File: src/rtl/pack_pipe.sv
// rtl/pack_pipe.sv - narrow-to-wide packing stage with registered output word
module pack_pipe #(
  parameter int IN_W  = 32,
  parameter int RATIO = 8,
  parameter int OUT_W = IN_W * RATIO,
  parameter int CNT_W = $clog2(RATIO)
) (
  input  logic             clk,
  input  logic             rst_n,
  input  logic             f_valid_in,
  input  logic [IN_W-1:0]  f_data_in,
  input  logic             f_last_in,
  output logic             f_ready_out,
  output logic             b_valid_out,
  output logic [OUT_W-1:0] b_data_out,
  output logic [RATIO-1:0] b_keep_out,
  output logic             b_last_out,
  input  logic             b_ready_in
);

  logic [CNT_W-1:0] cnt;
  logic [OUT_W-1:0] acc_data;
  logic [RATIO-1:0] acc_keep;

  logic             in_fire;
  logic             out_fire;
  logic             completing;
  logic [OUT_W-1:0] merged_data;
  logic [RATIO-1:0] merged_keep;

  // A beat can enter whenever the output register is empty or draining this cycle.
  assign f_ready_out = ~b_valid_out | b_ready_in;
  assign in_fire     = f_valid_in & f_ready_out;
  assign out_fire    = b_valid_out & b_ready_in;
  assign completing  = in_fire & ((cnt == CNT_W'(RATIO - 1)) | f_last_in);

  // Accumulator with the current beat dropped into its lane; unfilled lanes stay 0.
  always_comb begin
    merged_data                       = acc_data;
    merged_keep                       = acc_keep;
    merged_data[cnt * IN_W +: IN_W]   = f_data_in;
    merged_keep[cnt]                  = 1'b1;
  end

  // Lane counter and accumulator: advance on each beat, clear when a word closes.
  always_ff @(posedge clk) begin
    if (!rst_n) begin
      cnt      <= '0;
      acc_data <= '0;
      acc_keep <= '0;
    end else if (in_fire) begin
      if (completing) begin
        cnt      <= '0;
        acc_data <= '0;
        acc_keep <= '0;
      end else begin
        cnt      <= cnt + CNT_W'(1);
        acc_data <= merged_data;
        acc_keep <= merged_keep;
      end
    end
  end

  // Output word register: load on a closing beat, drop valid once taken, else hold.
  always_ff @(posedge clk) begin
    if (!rst_n) begin
      b_valid_out <= 1'b0;
      b_data_out  <= '0;
      b_keep_out  <= '0;
      b_last_out  <= 1'b0;
    end else if (completing) begin
      b_valid_out <= 1'b1;
      b_data_out  <= merged_data;
      b_keep_out  <= merged_keep;
      b_last_out  <= f_last_in;
    end else if (out_fire) begin
      b_valid_out <= 1'b0;
    end
  end

endmodule

File: config.mk
export PLATFORM = sky130hd
export DESIGN_NAME = pack_pipe
export DESIGN_NICKNAME = d
export VERILOG_FILES = /design/src/rtl/pack_pipe.sv
export SDC_FILE = /design/constraint.sdc
export NUM_CORES = 1
export LEC_CHECK = 0
export BUFFER_PORTS_ARGS = -buffer_cell sky130_fd_sc_hd__buf_4
export CAP_MARGIN = 20
export CELL_PAD_IN_SITES_DETAIL_PLACEMENT = 0
export CELL_PAD_IN_SITES_GLOBAL_PLACEMENT = 1
export CORE_ASPECT_RATIO = 0.9
export CORE_UTILIZATION = 43
export DETAILED_ROUTE_END_ITERATION = 8
export PLACE_DENSITY = 0.89
export SYNTH_ARGS = -nofsm -noshare
export SYNTH_HDL_FRONTEND = slang
export SYNTH_SLANG_ARGS = --single-unit
File: constraint.sdc
create_clock -name clk -period 3.6 [get_ports clk]
set_input_delay 0.18 -clock clk [delete_from_list [all_inputs] [get_ports clk]]
set_output_delay 0.18 -clock clk [all_outputs]
set_load 0.01 [all_outputs]
# ---- Word-level counts from Yosys, hierarchy flattened
# Index checks and enable logic that the tools add are counted.
dict set report totals {
  register_bits 533
  input_bits 37
  output_inout_bits 267
}
dict set report op_classes {
  add_sub_neg 2
  magnitude_cmp 2
  n_eq_ne 1
  shift 2
  mux 8
  bitwise_logic 7
  reduce_logical 2
}
# operator n
set ops {}
lappend ops {{bitwise mux 256 bit} 1}
lappend ops {{two-way mux 256 bit} 1}
lappend ops {{variable shift 32 x 34 -> 256 bit, first input constant} 1}
lappend ops {{indexed part select 32 x 34 -> 256 bit} 1}
lappend ops {{negation 8 -> 34 bit} 1}
lappend ops {{two-way mux 8 bit} 1}
lappend ops {{bitwise OR 8 bit} 1}
lappend ops {{less-than comparator 3 x 4 -> 1 bit, second input constant} 1}
lappend ops {{adder 3 x 1 -> 3 bit, second input constant} 1}
lappend ops {{AND 1 bit} 3}
lappend ops {{demux 1 bit (select 3 bit)} 1}
lappend ops {{equality test 3 bit, second input constant} 1}
lappend ops {{>= comparator 3 x 1 -> 1 bit, second input constant} 1}
lappend ops {{two-way mux 1 bit} 3}
lappend ops {{two-way mux 3 bit} 1}
lappend ops {{bitwise OR 1 bit} 2}
lappend ops {{nonzero test 2 bit} 1}
lappend ops {{logical AND 1 bit} 1}
lappend ops {{inverter 1 bit} 1}

# ---- Depth between registers and ports, before layout
dict set report depth {
  word_depth 6
  depth_mapped 10
  depth_no_buf 7
}

# ---- Least setup slack after synthesis
# Ideal clock, no wire load.
dict set report synth_path {
  path_type {flip-flop to flip-flop}
  startpoint {register cnt[0]}
  endpoint {register acc_data[130]}
  setup_ns 0.117
  arrival_time_ns 2.465
  required_time_ns 3.483
  path_slack_ns 1.018
  stages_incl_launch_ff 10
  path_buffers 2
  synth_period_minus_slack_ns 2.582
  path_cell_list {dfxtp_1 buf_2 inv_1 ha_1 ha_1 nor4b_1 a21boi_2 o21ai_1 clkbuf_1 a22o_1}
}
dict set report synth_between {
  elab_chain_cells 4
  word_cells_on_any_way 8
}
# item line
set synth_rtl {}
lappend synth_rtl {{start: declaration} 21} ;# logic [CNT_W-1:0] cnt;
lappend synth_rtl {{start signal: assignment} 57} ;# cnt <= cnt + CNT_W'(1);
lappend synth_rtl {{negation 8 -> 34 bit or equality test 3 bit (tied branches)} {41, 35}}
lappend synth_rtl {{indexed part select 32 x 34 -> 256 bit (tied with other cells)} 41} ;# merged_data[cnt * IN_W +: IN_W] = f_data_in;
lappend synth_rtl {{bitwise mux 256 bit or AND 1 bit (tied branches)} {41, 35}}
lappend synth_rtl {{two-way mux 256 bit *} 52} ;# if (completing) begin
lappend synth_rtl {{end signal: assignment} 58} ;# acc_data <= merged_data;
lappend synth_rtl {{end: declaration} 22} ;# logic [OUT_W-1:0] acc_data;
# Mark *: on every way between the ends. The rest lies on a longest branch, timed or not.
# A chain may end at the register's enable or synchronous reset.

# ---- Worst setup path in the final report
dict set report layout_path {
  startpoint {register cnt[2]}
  endpoint {register b_data_out[141]}
}
dict set report layout_between {
  elab_chain_cells 3
  word_cells_on_any_way 7
}
# item line
set layout_rtl {}
lappend layout_rtl {{negation 8 -> 34 bit or equality test 3 bit (tied branches)} {41, 35}}
lappend layout_rtl {{indexed part select 32 x 34 -> 256 bit (tied with other cells)} 41}
lappend layout_rtl {{bitwise mux 256 bit or AND 1 bit (tied branches)} {41, 35}}
lappend layout_rtl {{end signal: assignment} 73} ;# b_data_out <= merged_data;
lappend layout_rtl {{end: declaration} 15} ;# output logic [OUT_W-1:0] b_data_out,
# Several ways; a longest one is shown, not always the timed one.

==> run metrics <==
share of cells above drive strength 1 0.2017; dominant cells by area after synthesis dfxtp_1 54%, a22o_1 9.6%, o21ai_0 6.5%, a221oi_1 5.7%, a21oi_1 5.0%; max_cap viols 0; Post-Route Setup TNS 0 ns; relative slew slack 0.4851; routability congestion estimate 0.8010; Commonest cells post-synth 533 x dfxtp_1, 257 x o21ai_0, 216 x a22o_1; Tot Pwr 13.10 mW; Critical Path AT 3.72 ns; Ant. Diodes 0; hpwl dp 38700 um; net count after synthesis 2132; final core occ 0.5445; Final period util 0.8903; Critical Path RT 4.12 ns; top-area cell type share of the netlist area 0.5426; GRT overflow 0; row count 73; IO Pins 304; RSZ-0062 raised after global routing false; status finished clean; #FFs+latches synth 533; post-synthesis sequential area ratio 0.5426; post-route ant nets 0; IO Port Bufs 303; critical path startpoint category flip-flop; clock-pin transition on the worst setup and hold timing paths 0.06 ns; Root Driver clkbuf_16; die area 46590 um^2; worst IR drop on VDD 0.2876 mV; fmax 312.0 MHz; met2 Resource Use GR 0.4069; Cell Pwr Density 538.6 nW/um^2; DRC violations left 0; met3 Resource Use GR 0.04633; top_reg_cell synth dfxtp_1; Async SR Flop Fraction 0; Netlist cell types 39; Slew @ Worst Pin 0.7695 ns; Yosys top cell by area dfxtp_1; CTS H-tree depth 2; DR iter-0 viols 1974; synth warn 0; initial antenna violation count 0; post_cts resized 0; Post-Layout Cell Count 2920; core area 44660 um^2; skew final 0.02412 ns; post-DR wirelength/cell 21.55 um; TritonCTS Buffers 53; chip height 204.9 um; vias in the first global route 16446; final instance area 24320 um^2; drt total wl 62930 um; crit path max fanout 32; worst-skew pair later-pin latency 0.60 ns; HP Class input pin to flip-flop; DR pass1 iterations 6; CTS tree done; Nets 2324; first-pass GRT wire length 96590 um; Hold Buf Count CTS 35; DIE WIDTH 227.4 um; pins over their slew limit 0; most used routing layer met2; synthesized cell area 19660 um^2; largest net degree at the start of global routing 129; Crit. End Element flip-flop; final setup violation count 0; met1 global-route usage 0.3748; clk buf depth 3; starting density of the core 0.4403; Overall Global Routing Usage 0.2638; Post-DP Area 22230 um^2; Post-synth EDFFs 0; Fin. Hold Viols 0; vias 17495; filler cell count 3919; Vias/cell 5.991; CTS sink count 533; Leak 9.819 nW; Setup Buffers After CTS 0; most frequent cell after synthesis dfxtp_1; Syn Area/Cell 9.418 um^2; Synth Instances 2088; Area growth, synth to finish 23.67%; kind of critical path flip-flop to flip-flop; post-route minimum period 3.205 ns; Post-Place Cells 2789
[critical path: stages (launching register included)]
cell and delay [ns]:
dfxtp_1 0.66, inv_1 0.27, ha_1 0.72, nor4b_1 0.45, a21boi_4 0.29, buf_4 0.41, a21oi_1 0.12, a21oi_1 0.18
[cells in the final DEF, fill, tap and decap left out, drive strengths merged, types with 3 or more instances in the layout]
cell type    Yosys  final
a31oi           37     37
a22o           216    216
ha               7      7
o21ai          263    263
a32o            40     40
nor2           149    149
and3             4      4
inv              5      8
a21boi           4      4
o211a            5      5
nand3b           3      3
nand3           48     48
nor2b           24     24
dfxtp          533    533
dlygate4sd3      0     35
nand2          136    136
clkbuf         183     81
nor3            15     15
a21oi          196    196
nor3b            7      7
clkinv           0      7
a221oi         128    128
buf             73    358
[metal layers]
layer / routed length [um] / vias up
met5: 0 / -
met4: 1221 / 0
met3: 5372 / 75
met2: 28620 / 788
met1: 27720 / 8549
li1: - / 8083
[state kept, by name, summed over array words and instances, names as in the netlist]
register     cells
cnt              3
b_last_out       1
b_keep_out       8
b_data_out     256
b_valid_out      1
acc_keep         8
acc_data       256
[worst paths after layout]
check | slack (ns) | from | cells past startpoint | end
worst max-delay path | 0.39 | cnt[2] | 7 | b_data_out[141]
worst min-delay path | 0.14 | b_ready_in | 4 | b_valid_out
worst max register to register | 0.39 | cnt[2] | 7 | b_data_out[141]
worst min register to register | 0.46 | acc_keep[6] | 2 | acc_keep[6]
[metrics by stage]
step | setup WS, ns | hold WS (ns)
finish | 0.3949 | 0.1429
global route | 0.1423 | 0.1685
CTS | 0.4383 | 0.1180
detailed placement | 0.4477 | 0.4465
global placement | 0.6501 | 0.4410
floorplan | 1.018 | 0.3055
[kinds of logic (layout without fill, tap and decap cells)]
family / Yosys count / count (layout) / synth area share
flops: 533 / 533 / 0.5426
fa+ha+maj: 7 / 7 / 0.004454
compound gates: 894 / 894 / 0.3107
buf+inv: 261 / 493 / 0.05396
xor+xnor: 1 / 1 / 0.0004455
simple gates: 392 / 392 / 0.08781
[power by group]
part / switching, mW / internal (mW)
registers: 0.146 / 6.10
logic: 0.857 / 0.502
clock network: 2.32 / 3.16
[final cells by class]
cell class | count | area [um^2] | area share
clock buffer | 81 | 1582 | 0.06503
clock inverter | 14 | 140.1 | 0.005762
inverter | 5 | 18.77 | 0.0007718
tap | 600 | 750.7 | 0.03087
sequential | 533 | 10670 | 0.4388
multi-input combinational | 1294 | 8033 | 0.3303
timing repair buffer | 393 | 3124 | 0.1285
Note: power is estimated with default switching activity, not from simulation.
